File: src/rtl/forward_scoreboard_pkg.sv
// Shared constants for the operand forwarding / long-latency scoreboard block.
// Register-file select encoding and default pipeline geometry.
package forward_scoreboard_pkg;
    localparam int DEFAULT_REG_ADDR_WIDTH = 5;
    localparam int DEFAULT_NUM_SRC        = 2;
    localparam int DEFAULT_NUM_STAGES     = 2;
    localparam int DEFAULT_MAX_OUT        = 2;
    localparam int DEFAULT_CNT_WIDTH      = 16;
    localparam int FORWARD_SEL_RF         = 0;
endpackage

File: src/rtl/forward_scoreboard_reg_scoreboard.sv
// Busy-bit array and outstanding-op counter for the long-latency unit.
// Kill beats set, set beats clear; register 0 is never marked busy.
module reg_scoreboard
    import forward_scoreboard_pkg::*;
#(
    parameter int ADDR_WIDTH = DEFAULT_REG_ADDR_WIDTH,
    parameter int NUM_LOOKUP = DEFAULT_NUM_SRC + 1,
    parameter int MAX_OUT    = DEFAULT_MAX_OUT,
    parameter int CNT_W      = $clog2(MAX_OUT + 1)
) (
    input  logic                             clk,
    input  logic                             rst_n,
    input  logic                             set_valid,
    input  logic [ADDR_WIDTH-1:0]            set_addr,
    input  logic                             clr_valid,
    input  logic [ADDR_WIDTH-1:0]            clr_addr,
    input  logic                             kill,
    input  logic [NUM_LOOKUP*ADDR_WIDTH-1:0] lookup_addr,
    output logic [NUM_LOOKUP-1:0]            lookup_busy,
    output logic [CNT_W-1:0]                 busy_cnt
);
    localparam int NUM_REGS = 2 ** ADDR_WIDTH;

    logic [NUM_REGS-1:0] busy_r;
    logic [NUM_REGS-1:0] busy_nxt_s;
    logic [CNT_W-1:0]    cnt_r;
    logic [CNT_W-1:0]    cnt_nxt_s;
    logic                clr_ok_s;

    // A writeback with nothing outstanding is dropped so the count cannot wrap.
    assign clr_ok_s = clr_valid && (cnt_r != '0);

    // Next busy vector per register.
    always_comb begin
        busy_nxt_s = '0;
        for (int r = 1; r < NUM_REGS; r++) begin
            if (kill) begin
                busy_nxt_s[r] = 1'b0;
            end else if (set_valid && (set_addr == ADDR_WIDTH'(r))) begin
                busy_nxt_s[r] = 1'b1;
            end else if (clr_ok_s && (clr_addr == ADDR_WIDTH'(r))) begin
                busy_nxt_s[r] = 1'b0;
            end else begin
                busy_nxt_s[r] = busy_r[r];
            end
        end
    end

    // Next outstanding count; a simultaneous set and clear cancel out.
    always_comb begin
        cnt_nxt_s = cnt_r;
        if (kill) begin
            cnt_nxt_s = '0;
        end else if (set_valid && !clr_ok_s) begin
            cnt_nxt_s = cnt_r + CNT_W'(1);
        end else if (clr_ok_s && !set_valid) begin
            cnt_nxt_s = cnt_r - CNT_W'(1);
        end else begin
            cnt_nxt_s = cnt_r;
        end
    end

    // Scoreboard state registers.
    always_ff @(posedge clk or negedge rst_n) begin
        if (!rst_n) begin
            busy_r <= '0;
            cnt_r  <= '0;
        end else begin
            busy_r <= busy_nxt_s;
            cnt_r  <= cnt_nxt_s;
        end
    end

    // Combinational busy lookup for each requested address.
    always_comb begin
        lookup_busy = '0;
        for (int j = 0; j < NUM_LOOKUP; j++) begin
            lookup_busy[j] = busy_r[lookup_addr[j*ADDR_WIDTH +: ADDR_WIDTH]];
        end
    end

    assign busy_cnt = cnt_r;
endmodule

File: src/rtl/forward_scoreboard.sv
// Operand bypass selection, load-use and long-unit hazard detection,
// and a saturating stall-cycle counter sitting between ID/EX and the EX muxes.
module forward_scoreboard
    import forward_scoreboard_pkg::*;
#(
    parameter int REG_ADDR_WIDTH = DEFAULT_REG_ADDR_WIDTH,
    parameter int NUM_SRC        = DEFAULT_NUM_SRC,
    parameter int NUM_STAGES     = DEFAULT_NUM_STAGES,
    parameter int SEL_WIDTH      = $clog2(NUM_STAGES + 1),
    parameter int MAX_OUT        = DEFAULT_MAX_OUT,
    parameter int CNT_WIDTH      = DEFAULT_CNT_WIDTH
) (
    input  logic                                 clk,
    input  logic                                 rst_n,
    input  logic [NUM_SRC*REG_ADDR_WIDTH-1:0]    rs_addr,
    input  logic [NUM_SRC-1:0]                   rs_used,
    input  logic [NUM_STAGES*REG_ADDR_WIDTH-1:0] stg_rd_addr,
    input  logic [NUM_STAGES-1:0]                stg_we,
    input  logic                                 stg1_is_load,
    input  logic                                 issue_valid,
    input  logic [REG_ADDR_WIDTH-1:0]            issue_rd,
    input  logic                                 lu_wb_valid,
    input  logic [REG_ADDR_WIDTH-1:0]            lu_wb_rd,
    input  logic                                 lu_kill,
    input  logic                                 cnt_clr,
    output logic [NUM_SRC*SEL_WIDTH-1:0]         fwd_sel,
    output logic                                 stall,
    output logic                                 issue_ack,
    output logic [$clog2(MAX_OUT+1)-1:0]         busy_cnt,
    output logic [CNT_WIDTH-1:0]                 stall_cycles
);
    localparam int BUSY_W = $clog2(MAX_OUT + 1);
    localparam int AW     = REG_ADDR_WIDTH;

    logic [NUM_SRC-1:0][NUM_STAGES-1:0] match_s;
    logic [NUM_SRC*SEL_WIDTH-1:0]       fwd_sel_s;
    logic [NUM_SRC:0]                   lookup_busy_s;
    logic [BUSY_W-1:0]                  busy_cnt_s;
    logic                               load_use_s;
    logic                               raw_s;
    logic                               waw_s;
    logic                               struct_s;
    logic                               stall_s;
    logic                               issue_ack_s;
    logic [CNT_WIDTH-1:0]               stall_cycles_r;

    // Qualified source/stage matches; x0 never forwards.
    always_comb begin
        match_s = '0;
        for (int i = 0; i < NUM_SRC; i++) begin
            for (int k = 0; k < NUM_STAGES; k++) begin
                match_s[i][k] = rs_used[i] && stg_we[k]
                             && (rs_addr[i*AW +: AW] == stg_rd_addr[k*AW +: AW])
                             && (rs_addr[i*AW +: AW] != '0);
            end
        end
    end

    // Youngest stage wins: scan oldest to youngest so later hits override.
    always_comb begin
        fwd_sel_s = '0;
        for (int i = 0; i < NUM_SRC; i++) begin
            fwd_sel_s[i*SEL_WIDTH +: SEL_WIDTH] = SEL_WIDTH'(FORWARD_SEL_RF);
            for (int k = NUM_STAGES - 1; k >= 0; k--) begin
                fwd_sel_s[i*SEL_WIDTH +: SEL_WIDTH] = match_s[i][k] ? SEL_WIDTH'(k + 1)
                                                    : fwd_sel_s[i*SEL_WIDTH +: SEL_WIDTH];
            end
        end
    end

    // Load-use: any source hitting a load in the youngest stage.
    always_comb begin
        load_use_s = 1'b0;
        for (int i = 0; i < NUM_SRC; i++) begin
            load_use_s = load_use_s | (stg1_is_load & match_s[i][0]);
        end
    end

    reg_scoreboard #(
        .ADDR_WIDTH (AW),
        .NUM_LOOKUP (NUM_SRC + 1),
        .MAX_OUT    (MAX_OUT),
        .CNT_W      (BUSY_W)
    ) u_reg_scoreboard (
        .clk         (clk),
        .rst_n       (rst_n),
        .set_valid   (issue_ack_s),
        .set_addr    (issue_rd),
        .clr_valid   (lu_wb_valid),
        .clr_addr    (lu_wb_rd),
        .kill        (lu_kill),
        .lookup_addr ({issue_rd, rs_addr}),
        .lookup_busy (lookup_busy_s),
        .busy_cnt    (busy_cnt_s)
    );

    assign raw_s       = |(rs_used & lookup_busy_s[NUM_SRC-1:0]);
    assign waw_s       = issue_valid && lookup_busy_s[NUM_SRC];
    assign struct_s    = issue_valid && (busy_cnt_s == BUSY_W'(MAX_OUT));
    assign stall_s     = load_use_s | raw_s | waw_s | struct_s;
    assign issue_ack_s = issue_valid && !stall_s && !lu_kill;

    // Saturating stall-cycle counter; clear has priority over counting.
    always_ff @(posedge clk or negedge rst_n) begin
        if (!rst_n) begin
            stall_cycles_r <= '0;
        end else if (cnt_clr) begin
            stall_cycles_r <= '0;
        end else if (stall_s && !(&stall_cycles_r)) begin
            stall_cycles_r <= stall_cycles_r + CNT_WIDTH'(1);
        end else begin
            stall_cycles_r <= stall_cycles_r;
        end
    end

    assign fwd_sel      = fwd_sel_s;
    assign stall        = stall_s;
    assign issue_ack    = issue_ack_s;
    assign busy_cnt     = busy_cnt_s;
    assign stall_cycles = stall_cycles_r;
endmodule

File: config.mk
export PLATFORM = sky130hd
export DESIGN_NAME = forward_scoreboard
export DESIGN_NICKNAME = d
export VERILOG_FILES = /design/src/rtl/forward_scoreboard_pkg.sv /design/src/rtl/forward_scoreboard_reg_scoreboard.sv /design/src/rtl/forward_scoreboard.sv
export SDC_FILE = /design/constraint.sdc
export NUM_CORES = 1
export LEC_CHECK = 0
export ABC_AREA = 0
export BUFFER_PORTS_ARGS = -buffer_cell sky130_fd_sc_hd__buf_2
export CAP_MARGIN = 15
export CORE_UTILIZATION = 60
export DETAILED_ROUTE_END_ITERATION = 8
export PLACE_DENSITY = 0.84
export SLEW_MARGIN = 0
export SYNTH_ARGS = -nofsm -noshare
export SYNTH_HDL_FRONTEND = slang
export SYNTH_SLANG_ARGS = --single-unit
File: constraint.sdc
create_clock -name clk -period 4.4 [get_ports clk]
set_input_delay 0.22 -clock clk [delete_from_list [all_inputs] [get_ports clk]]
set_output_delay 0.22 -clock clk [all_outputs]
set_load 0.01 [all_outputs]
---- After elaboration in Yosys (flattened, before gate mapping) ----
Cells that the tools add are included.
storage, ports and cells
  output and inout port bits .............. 24
  register bits ........................... 49
  input bits .............................. 41
  word-level logic and storage cells ...... 346
cells by class
  bitwise logic cells ..................... 7
  add/sub/neg operators ................... 3
  equal/unequal tests ..................... 67
  reductions and logical operators ........ 125
  magnitude comparators ................... 3
  multiplexer cells ....................... 108
operators by type and width
  operator                                                               number
  5-bit equality test, second input constant                             32
  1-bit 2-to-1 mux                                                       96
  3-bit nonzero test                                                     32
  1-bit logical AND                                                      82
  5-bit by 4-bit equality test with 1-bit output, second input constant  16
  5-bit by 3-bit equality test with 1-bit output, second input constant  8
  16-bit 2-to-1 mux                                                      2
  5-bit by 2-bit equality test with 1-bit output, second input constant  4
  5-bit equality test                                                    4
  5-bit by 6-bit < comparator with 1-bit output, second input constant   3
  16-bit by 1-bit adder with 16-bit output, second input constant        1
  16-bit AND reduction                                                   1
  1-bit binary-select mux with 5-bit select                              3
  2-bit 2-to-1 mux                                                       7
  5-bit by 1-bit equality test with 1-bit output, second input constant  2
  5-bit nonzero test                                                     2
  1-bit zero test                                                        5
  1-bit bitwise OR                                                       4
  2-bit nonzero test                                                     2
  2-bit by 1-bit adder with 2-bit output, second input constant          1
  1-bit bitwise AND                                                      2
  2-bit bitwise AND                                                      1
  2-bit equality test, second input constant                             1
  2-bit OR reduction                                                     1
  2-bit by 1-bit subtractor with 2-bit output, second input constant     1

---- Logic depth before layout (Yosys ltp) ----
  depth in word-level cells ............... 16
  gate-level depth with buffers ........... 11

---- Hierarchy ----
A second synthesis with hierarchy kept.
unflattened totals
  cells, all modules ...................... 384
  area total of the unflattened synthesis .. 3654.8 um2
modules (own cells, without submodules)
  module              cells each  sequential area each (um2)  area each (um2)  instances
  reg_scoreboard      251         825.8                       2464.9           1
  forward_scoreboard  133         400.4                       1189.9           1

---- Least setup slack after synthesis ----
Ideal clock, no wire load.
  path type ............................... input to register
  start ................................... input rs_addr[9]
  end ..................................... register stall_cycles_r[13], in the netlist stall_cycles[13]
  path slack .............................. 2046 ps
  arrival ................................. 2229 ps
  cell stages on the path ................. 9
  cells stage by stage .................... clkbuf_1 > xnor2_1 > nand4_1 > nor3_1 > o21ai_0 > o2111a_4 > buf_12 > nor4_4 > mux2_4
between the ends
  word-level cells in the longest chain between the ends .. 10
RTL lines
  what                                                                               RTL line                   source
  from (decl)                                                                        forward_scoreboard.sv:15   input logic [NUM_SRC*REG_ADDR_WIDTH-1:0] rs_addr,
  branches (longest 5 deep; another with 1-bit binary-select mux with 5-bit select)  -
  1-bit bitwise OR * (3 in a row)                                                    forward_scoreboard.sv:100  assign stall_s = load_use_s | raw_s | waw_s | struct_s;
  1-bit logical AND *                                                                forward_scoreboard.sv:109  end else if (stall_s && !(&stall_cycles_r)) begin
  2-bit nonzero test (no source line) *                                              -
  to (signal assigned)                                                               forward_scoreboard.sv:110  stall_cycles_r <= stall_cycles_r + CNT_WIDTH'(1);
  to (signal assigned)                                                               forward_scoreboard.sv:112  stall_cycles_r <= stall_cycles_r;
  to (decl)                                                                          forward_scoreboard.sv:45   logic [CNT_WIDTH-1:0] stall_cycles_r;
Every way passes the cells marked *. The select of a mux whose other input is x is not followed.
A chain may end at the register's enable or synchronous reset.

---- Worst setup path after layout ----
  start ................................... register u_reg_scoreboard.busy_r[21]
  end ..................................... output issue_ack
between the ends
  word-level cells in the longest chain between the ends .. 10
RTL lines
  what                                       RTL line                                 source
  from (decl)                                forward_scoreboard_reg_scoreboard.sv:24  logic [NUM_REGS-1:0] busy_r;
  from (signal assigned)                     forward_scoreboard_reg_scoreboard.sv:69  busy_r <= busy_nxt_s;
  1-bit binary-select mux with 5-bit select  forward_scoreboard_reg_scoreboard.sv:78  lookup_busy[j] = busy_r[lookup_addr[j*ADDR_WIDTH +: ADDR_WIDTH]];
  1-bit 2-to-1 mux (not written as such)     forward_scoreboard_reg_scoreboard.sv:78
  2-bit bitwise AND                          forward_scoreboard.sv:97                 assign raw_s = |(rs_used & lookup_busy_s[NUM_SRC-1:0]);
  2-bit OR reduction                         forward_scoreboard.sv:97
  1-bit bitwise OR                           forward_scoreboard.sv:100
  1-bit bitwise OR * (2 in a row)            forward_scoreboard.sv:100
  1-bit zero test *                          forward_scoreboard.sv:101                assign issue_ack_s = issue_valid && !stall_s && !lu_kill;
  1-bit logical AND * (2 in a row)           forward_scoreboard.sv:101
  to (decl)                                  forward_scoreboard.sv:28                 output logic issue_ack,
Mark *: on every way between the ends. The rest lies on a longest branch, timed or not. The select of a mux whose other input is x is not followed.

==> results_dict.tcl <==
set metrics [dict create \
    status "finished with violations" \
    violations "hold timing" \
    p_per_area_mw_per_mm2 209 \
    crit_chain "mux4_2 > o211a_1 > nor4_2 > and3_4 > nand2_4 > inv_1 > buf_2" \
    n_antenna_cell 0 \
    core_area_mm2 0.00679 \
    ir_drop_mv 0.149 \
    worst_slew_pin_slew_ns 0.775 \
    antenna_found_initial 0 \
    nets 530 \
    synth_area_leaders "dfrtp_1 29%, nand3b_1 6.3%, mux4_2 5.4%" \
    whs_ns -0.00754 \
    crit_arrival_ns 2.72 \
    dp_hpwl_um 7890 \
    hold_viol_final 4 \
    reg2reg_from "u_reg_scoreboard.busy_r[21]" \
    cts.clk_slew.worst_paths_ns 0.10 \
    grtUsageTotal_pct 30.6 \
    htreeDepth 2 \
    cts-root-buf "clkbuf_8" \
    critical-path-top-delay-family "simple AND/OR/NAND/NOR gates" \
    route.detailed.drc 0 \
    drive_gt1_share_pct 24.3 \
    drv_cap 0 \
    drt_wl_total_um 11100 \
    avgSynthCellArea_um2 9.21 \
    fmax_ghz 0.341 \
    detail_route.first_pass.iterations 5 \
    clockBufferDepth 2 \
    dieArea_mm2 0.00734 \
    area_delta_synth_final_pct 6.76 \
    yosysTopAreaCellShare_pct 29.2 \
    grt_max_degree 50 \
    cts_buffers 5 \
    leakage_nw 1.82 \
    fin_crit_sh_pct 66.7 \
    die_h_um 85.7 \
    skew_ns 0.0116 \
    grt_overflow_total 0 \
    layout_setup_ws_ns 1.46 \
    ios 65 \
    synth_seq_cells 49 \
    worst_setup_path_end_kind "output port" \
    start_util_pct 61.8 \
    min_period_ns 2.94 \
    ant_nets 0 \
    worstPathRequired_ns 4.18 \
    startpoint "u_reg_scoreboard.busy_r[21]" \
    clk_latency_ns 0.31 \
    yosys_warnings 0 \
    max_slew_margin_pct 48.4 \
    num_vias 3900 \
    cts_tree "built" \
    numClockSinks 49 \
    synth_seq_area_share_pct 29.2 \
    rsz0062_at_grt "no" \
    pre_cts_ws_ns 1.56 \
    wl_per_cell_um 19.0 \
    synth-edff-count 0 \
    finalPower_w 0.000937 \
    synth_cell_types 65 \
    setup_violations 0 \
    synthCells 456 \
    post_cts_buffers 0 \
    gp_congestion 0.938 \
    die_x_um 85.7 \
    crit_buf_inv 2 \
    syn_area_mm2 0.00420 \
    yosysTopAreaCell "dfrtp_1" \
    slew_viol_final 0 \
    first_iter_violations 464 \
    setup_tns_ns 0 \
    path_class "register to output port" \
    grt_pass1_wl_um 17800 \
    startpoint_type "register" \
    ys.flop_type "dfrtp_1" \
    post_cts_resized 0 \
    grt_pass1_vias 3630 \
    async_flop_share_pct 100 \
    rows 30 \
    hold_class "input pin to asynchronous set/reset pin" \
    crit_slowest_cell "nor4_2" \
    synthesis.nets 498 \
    portBuffers 64 \
    crit_fanout 33 \
    cts_hold_buf 0 \
    vias_per_cell 6.67 \
    max_stage_delay_ns 0.48 \
]
-- cell usage in the layout, fill, tap and decap left out, drive strengths merged, types with 2 or more instances in the layout --
master / n
a22oi: 3
buf: 65
xnor2: 12
o21ai: 23
nand2b: 7
xor2: 8
or2: 2
inv: 8
clkbuf: 5
and2: 6
a2111oi: 2
or4: 8
nor2: 14
a221oi: 3
nand3b: 35
o22ai: 2
o41ai: 18
mux2: 9
nor4: 9
o21ba: 2
and3: 7
nor3: 8
nor3b: 4
or3: 2
o31a: 2
dfrtp: 49
a21oi: 15
nand2: 45
mux2i: 21
nor2b: 22
nand3: 30
o31ai: 6
and4: 3
nand4: 10
mux4: 10
-- report_power, final --
group | switching (W) | internal [W] | total [W]
registers | 0.00000692 | 0.000455 | 0.000462
clock network | 0.000163 | 0.000113 | 0.000276
logic | 0.000127 | 0.0000726 | 0.000199
total | 0.000297 | 0.000641 | 0.000937
-- registers in the layout, indices dropped and copies added (netlist names) --
| register | cells |
|---|---|
| u_reg_scoreboard.busy_r | 31 |
| u_reg_scoreboard.busy_cnt | 2 |
| stall_cycles | 16 |
-- cells in the mapped netlist (10+ instances only) --
cell	number
clkbuf_1	18
nand2_1	42
nor2b_1	22
nor2_1	14
o21ai_0	21
a21oi_1	14
mux4_2	10
nand3_1	30
xnor2_1	12
nand3b_1	35
dfrtp_1	49
o41ai_1	10
mux2i_1	21
nand4_1	10
-- worst register-to-register path, stage by stage (launching register included) --
cell	delay [ns]
dfrtp_1	0.46
mux4_2	0.46
o211a_1	0.24
nor4_2	0.48
o2111a_4	0.51
nor3_2	0.11
mux2_4	0.32
-- cells by family (layout without fill, tap and decap cells) --
group	after synthesis	count (layout)	share of synthesized area, %
AO/OA/AOI/OAI	85	85	16.0
XOR/XNOR	20	20	4.17
adder cells (fa/ha/maj)	1	1	0.298
buffers and inverters	47	80	6.73
flip-flops	49	49	29.2
multiplexers	40	40	13.1
AND/OR/NAND/NOR	214	214	30.5
-- area by class of cell --
cell class	instances	area, µm²
timing repair buffer	65	328
fill	563	2310
clock buffer	5	68.8
tap	96	120
clock inverter	3	21.3
multi-input combinational	360	2690
inverter	7	28.8
sequential	49	1230
-- path summary, 6_finish.rpt --
kind | slack, ns | to | cells past startpoint
max | 1.46 | issue_ack | 7
min | -0.008 | u_reg_scoreboard.busy_r[3] | 2
max reg2reg | 1.72 | stall_cycles[5] | 6
min reg2reg | 0.57 | stall_cycles[14] | 2
max in group asynchronous | 3.96 | stall_cycles[6] | 2
min in group clk | 0.30 | u_reg_scoreboard.busy_cnt[1] | 4
-- layer usage --
| layer | vias up | GRT usage (%) | routed length (µm) |
|---|---|---|---|
| met2 | 208 | 50.9 | 5410 |
| met3 | 28 | 5.58 | 887 |
| li1 | 1775 | - | - |
| met1 | 1889 | 40.3 | 4530 |
| met4 | 0 | 10.9 | 260 |
| met5 | - | 0 | 0 |
-- per-stage QoR --
stage | util, % | instances | area [µm²] | hold slack (ns)
after floorplan | - | 456 | 4200 | -0.0756
after global placement | 64.7 | 577 | 4390 | 0.358
after detailed placement | 64.7 | 577 | 4390 | 0.372
after CTS | 66.0 | 585 | 4480 | 0.0363
after global routing | 66.0 | 585 | 4480 | 0.0519
final | 66.0 | 585 | 4480 | -0.00754
No activity file was read; power rests on OpenSTA's default activity.
